### config.mk
export PLATFORM = sky130hd
export DESIGN_NAME = param_regfile
export DESIGN_NICKNAME = d
export VERILOG_FILES = /design/src/rtl/regfile_pkg.sv /design/src/rtl/regfile_init_seq.sv /design/src/rtl/param_regfile.sv
export SDC_FILE = /design/constraint.sdc
export NUM_CORES = 1
export LEC_CHECK = 0
export ABC_CLOCK_PERIOD_IN_PS = 3500
export CORE_AREA = 5 5 379 381
export CTS_CLUSTER_DIAMETER = 200
export DETAILED_ROUTE_END_ITERATION = 6
export DIE_AREA = 0 0 384 386
export GPL_ROUTABILITY_DRIVEN = 0
export GPL_TIMING_DRIVEN = 0
export PLACE_DENSITY = 0.57
export SETUP_SLACK_MARGIN = 0.05
export SLEW_MARGIN = 20
export SYNTH_ARGS = -nofsm -noshare
export SYNTH_HDL_FRONTEND = slang
export SYNTH_SLANG_ARGS = --single-unit
export TNS_END_PERCENT = 100
### constraint.sdc
create_clock -name Clk -period 3.5 [get_ports Clk]
set_input_delay 0.7 -clock Clk [delete_from_list [all_inputs] [get_ports Clk]]
set_output_delay 0.7 -clock Clk [all_outputs]
set_load 0.01 [all_outputs]
### src/rtl/regfile_pkg.sv
// Shared types and default sizes for the parametrised register file.
package regfile_pkg;

  typedef enum logic {
    RF_INIT  = 1'b0,
    RF_READY = 1'b1
  } rf_state_t;

  localparam int RF_DATA_W = 32;
  localparam int RF_ADDR_W = 5;

endpackage

### src/rtl/regfile_init_seq.sv
// Init sequencer: after reset or Clear, sweeps every entry with zero
// (one entry per cycle), then reports Ready and hands the write port
// over to the user.
module regfile_init_seq
  import regfile_pkg::*;
#(
  parameter int ADDR_W = RF_ADDR_W
) (
  input  logic              clk,
  input  logic              rst_n,
  input  logic              clear,
  output logic              ready,
  output logic              init_we,
  output logic [ADDR_W-1:0] init_addr
);

  localparam int          DEPTH = 1 << ADDR_W;
  // One extra counter bit so DEPTH-1 compares without wrap concerns.
  localparam logic [ADDR_W:0] LAST = (ADDR_W+1)'(DEPTH - 1);

  rf_state_t       state;
  logic [ADDR_W:0] cnt;

  assign init_addr = cnt[ADDR_W-1:0];

  // FSM: zero one entry per cycle in INIT, leave after the last one,
  // and restart the sweep whenever Clear is seen.
  always_ff @(posedge clk or negedge rst_n) begin
    if (!rst_n) begin
      state   <= RF_INIT;
      cnt     <= '0;
      ready   <= 1'b0;
      init_we <= 1'b1;
    end else begin
      case (state)
        RF_INIT: begin
          if (clear) begin
            cnt <= '0;
          end else if (cnt == LAST) begin
            state   <= RF_READY;
            ready   <= 1'b1;
            init_we <= 1'b0;
            cnt     <= '0;
          end else begin
            cnt <= cnt + 1'b1;
          end
        end
        RF_READY: begin
          if (clear) begin
            state   <= RF_INIT;
            ready   <= 1'b0;
            init_we <= 1'b1;
            cnt     <= '0;
          end
        end
        default: begin
          state   <= RF_INIT;
          ready   <= 1'b0;
          init_we <= 1'b1;
          cnt     <= '0;
        end
      endcase
    end
  end

endmodule

### src/rtl/param_regfile.sv
// Parametrised 2-read/1-write register file with registered reads.
// Storage has no reset so it can map to RAM; regfile_init_seq zeroes it.
// Build option: REGFILE_BYPASS_EN makes a read of the address being
// written in the same cycle return the new data (write-first); without
// it reads return the old contents (read-first).
module param_regfile
  import regfile_pkg::*;
#(
  parameter int DATA_W   = RF_DATA_W,
  parameter int ADDR_W   = RF_ADDR_W,
  parameter int ZERO_REG = 1
) (
  input  logic              Clk,
  input  logic              Rst_n,
  input  logic              Clear,
  output logic              Ready,
  input  logic [ADDR_W-1:0] Ard1,
  input  logic [ADDR_W-1:0] Ard2,
  output logic [DATA_W-1:0] Dout1,
  output logic [DATA_W-1:0] Dout2,
  input  logic [ADDR_W-1:0] Awr,
  input  logic [DATA_W-1:0] Din,
  input  logic              WrEn
);

  localparam int DEPTH    = 1 << ADDR_W;
  localparam bit ZERO_EN  = (ZERO_REG != 0);

  logic              init_we;
  logic [ADDR_W-1:0] init_addr;
  logic              user_we;
  logic              mem_we;
  logic [ADDR_W-1:0] mem_addr;
  logic [DATA_W-1:0] mem_data;

  logic [DATA_W-1:0] mem [DEPTH];

  logic [1:0][ADDR_W-1:0] rd_addr;
  logic [1:0][DATA_W-1:0] rd_q;

  regfile_init_seq #(.ADDR_W(ADDR_W)) u_init (
    .clk       (Clk),
    .rst_n     (Rst_n),
    .clear     (Clear),
    .ready     (Ready),
    .init_we   (init_we),
    .init_addr (init_addr)
  );

  // User writes only land once the sweep is done; entry 0 is read-only
  // when hard-wired to zero.
  assign user_we  = Ready && WrEn && !(ZERO_EN && (Awr == '0));

  // Write-port mux: the sweep owns the port while it runs.
  assign mem_we   = init_we || user_we;
  assign mem_addr = init_we ? init_addr : Awr;
  assign mem_data = init_we ? '0 : Din;

  assign rd_addr  = {Ard2, Ard1};
  assign Dout1    = rd_q[0];
  assign Dout2    = rd_q[1];

  // Storage array, no reset so it stays RAM-inferable.
  always_ff @(posedge Clk) begin
    if (mem_we) mem[mem_addr] <= mem_data;
  end

  // Registered read ports, each applying the zero-reg and bypass rules
  // independently.
  always_ff @(posedge Clk or negedge Rst_n) begin
    if (!Rst_n) begin
      rd_q <= '0;
    end else begin
      for (int p = 0; p < 2; p++) begin
        if (ZERO_EN && (rd_addr[p] == '0))
          rd_q[p] <= '0;
`ifdef REGFILE_BYPASS_EN
        else if (user_we && (Awr == rd_addr[p]))
          rd_q[p] <= Din;
`endif
        else
          rd_q[p] <= mem[rd_addr[p]];
      end
    end
  end

endmodule

==> results.json <==
{
  "numCtsBuffers": 113,
  "setup_violations": 0,
  "finalHoldViolCount": 0,
  "yosysSeqAreaShare_pct": 65.1,
  "max_cap_viol_count": 0,
  "grt.overflow.total": 0,
  "critPathCaptureType": "flop",
  "cts.sinks": 1097,
  "drv_slew": 0,
  "clockBufferDepth": 3,
  "pwr-share-seq_pct": 49.3,
  "syn_area_per_cell_um2": 19.5,
  "synth_top_family_by_area": "multiplexers",
  "routed_wl_mm": 178,
  "yosys.area.top_type_share_pct": 61.5,
  "rsz0062_at_grt": "no",
  "slew_headroom_pct": 17.4,
  "cts.clk_slew.worst_paths_ns": 0.07,
  "p_sw_share_pct": 24.0,
  "period_minus_slack_ns": 3.48,
  "drt_iter0_markers": 4520,
  "first_pass_iters": 5,
  "antenna_found_initial": 11,
  "syn_nets": 2614,
  "route.detailed.wl_per_inst_um": 36.9,
  "grtUsageTotal_pct": 23.8,
  "cts-root-buf": "clkbuf_16",
  "io_buffers": 107,
  "synth_ff_type": "edfxtp_1",
  "tightestPinTransition_ns": 1.23,
  "leakage_nw": 18.8,
  "yosys-top-cells-count": "edfxtp_1, mux4_2, mux2i_1",
  "cellInternalPower_w": 0.0225,
  "die_area_um2": 148000,
  "rrSetupSlack_ns": 0.26,
  "cp_max_fo": 10,
  "start_util_pct": 35.7,
  "synth_compound_area_share_pct": 5.50,
  "cp.required_ns": 4.02,
  "cts_tree": "yes",
  "design.core.area_um2": 140000,
  "final_core_util_pct": 42.1,
  "ant_nets": 0,
  "insertion_delay_ns": 0.73,
  "max-vdd-ir-drop_mv": 0.407,
  "drive_above_1_share_pct": 33.4,
  "htree_levels": 3,
  "viasPerCell": 6.27,
  "yosys_warnings": 0,
  "synthTopCellsByArea": "edfxtp_1, mux4_2, dfrtp_1",
  "io_pins": 116,
  "min_path_type": "primary input to asynchronous set/reset pin",
  "yosys_register_bits": 1097,
  "combPwrFrac_pct": 10.0,
  "num_vias": 30300,
  "yosysTopAreaCell": "edfxtp_1",
  "synth-adder-area-share_pct": 0.0250,
  "pwr-share-clk_pct": 40.7,
  "synth-async-reset-ratio_pct": 6.65,
  "grt_pass1_wl_mm": 246,
  "grt_pass1_vias": 31200,
  "status": "completed",
  "synthMostInstantiatedCell": "edfxtp_1",
  "power.net_switching_w": 0.00710,
  "post-route-period-util_pct": 99.3,
  "synth_edf_count": 1024,
  "syn_area_um2": 50000,
  "grt_max_degree": 49,
  "synth_cells": 2562,
  "num_rows": 138,
  "clock_skew_ns": 0.0259,
  "clock.fmax_mhz": 288,
  "synth_xor_area_share_pct": 0.0350,
  "die_h_um": 386,
  "start_kind": "primary input",
  "drc": 0,
  "place_hpwl_mm": 125,
  "synthSimpleGateAreaFrac_pct": 2.30,
  "p_per_area_nw_per_um2": 503,
  "die_w_um": 384,
  "ys_types": 47,
  "synthMuxAreaShare_pct": 24.3,
  "syn_to_final_growth_pct": 17.9,
  "nets": 2905,
  "criticalPathCategory": "primary input to flop",
  "final.setup.tns_ns": 0,
  "cp_data_arrival_time_ns": 3.99
}
==> what timing repair did <==
| action | 4_1_cts | 5_1_grt |
|---|---|---|
| pin swaps | 3 | 0 |
| hold endpoints to repair | 25 | 0 |
| gates resized for setup | 3 | 9 |
| setup buffers | 10 | 0 |
| cloned | 0 | 0 |
| setup endpoints to repair | 113 | 9 |
| hold buffers | 1 | 0 |
==> cell usage in the layout (no fill, tap or decap), types with 3 or more instances in the layout <==
cell and n:
edfxtp_1 1024, mux4_2 445, mux2i_1 130, clkbuf_16 117, clkdlybuf4s50_1 106, o21ai_1 104, dfrtp_1 72, clkbuf_1 69
nor2b_1 68, buf_2 67, mux2_2 67, a211oi_1 65, a22oi_1 64, a311oi_1 54, nand2_1 51, buf_4 50
a221oi_1 48, buf_6 42, buf_12 40, nor2_4 32, nor2b_4 30, clkinv_1 28, clkinv_2 27, o2111ai_1 16
buf_16 15, o21ai_0 13, bufinv_16 11, a311oi_2 10, nor2_1 9, clkbuf_2 7, nor2_2 5, buf_8 4
nand2b_1 4, nor2b_2 4, nand3_1 4, a21oi_1 4, mux4_1 3, inv_1 3, clkinvlp_4 3
==> per-layer routing <==
layer | up-vias | wire, um | track usage, %
li1 | 11600 | - | -
met1 | 16300 | 68600 | 32.2
met2 | 2078 | 79700 | 36.0
met3 | 345 | 20900 | 6.98
met4 | 4 | 8980 | 10.2
met5 | - | 32 | 0
==> kinds of logic after synthesis <==
family / Yosys count
buffers and inverters: 215
AO/OA/AOI/OAI: 384
flip-flops: 1097
adder cells (fa/ha/maj): 1
multiplexers: 645
AND/OR/NAND/NOR: 218
XOR/XNOR: 2
==> power groups by stage <==
stage | clock network [W] | registers [W] | logic [W]
floorplan | 0 | 0.0149 | 0.00146
global placement | 0 | 0.0149 | 0.00277
detailed placement | 0 | 0.0149 | 0.00290
CTS | 0.0122 | 0.0146 | 0.00292
global route | 0.0127 | 0.0146 | 0.00305
finish | 0.0121 | 0.0146 | 0.00296
==> worst paths after layout <==
path	start	endpoint	cells after the start
worst max-delay path	Ard2[0]	Dout2[31]	7
worst min-delay path	Rst_n	Dout1[19]	2
worst max register to register	u_init.init_we	mem[1][23]	5
worst min register to register	u_init.state	u_init.ready	1
max in group asynchronous	Rst_n	u_init.init_we	3
min in group Clk	u_init.state	u_init.ready	1
==> critical path, stage by stage <==
cell,delay (ns)
buf_4,0.19
inv_2,0.12
buf_4,0.32
buf_4,0.39
clkbuf_1,0.85
o21ai_0,0.44
a311oi_1,0.95
==> area by class of cell <==
cell class / count / area [um2]
Fill cell: 12300 / 81200
Sequential cell: 1097 / 32600
Multi-Input combinational cell: 1250 / 16600
Clock buffer: 135 / 3000
Timing Repair Buffer: 176 / 2410
Tap cell: 1890 / 2360
Buffer: 210 / 1360
Clock inverter: 73 / 628
Inverter: 5 / 18.8
Antenna cell: 1 / 2.50
==> registers in the layout, indices dropped and copies added (netlist names) <==
name            count
Dout1              32
Dout2              32
mem              1024
u_init.cnt          6
u_init.init_we      1
u_init.ready        1
u_init.state        1
==> stage by stage <==
step           instances  setup WS (ns)  hold slack, ns  power [W]  instance area (um2)
2_1_floorplan       2562          0.358           0.404     0.0164                50000
3_3_place_gp        4559          -2.93           0.541     0.0177                53500
3_5_place_dp        4616         -0.823           0.564     0.0178                55200
4_1_cts             4835         0.0548           0.408     0.0297                58900
5_1_grt             4836          0.116           0.442     0.0304                59000
6_report            4837         0.0250           0.435     0.0296                59000
No activity file was read; power rests on OpenSTA's default activity.
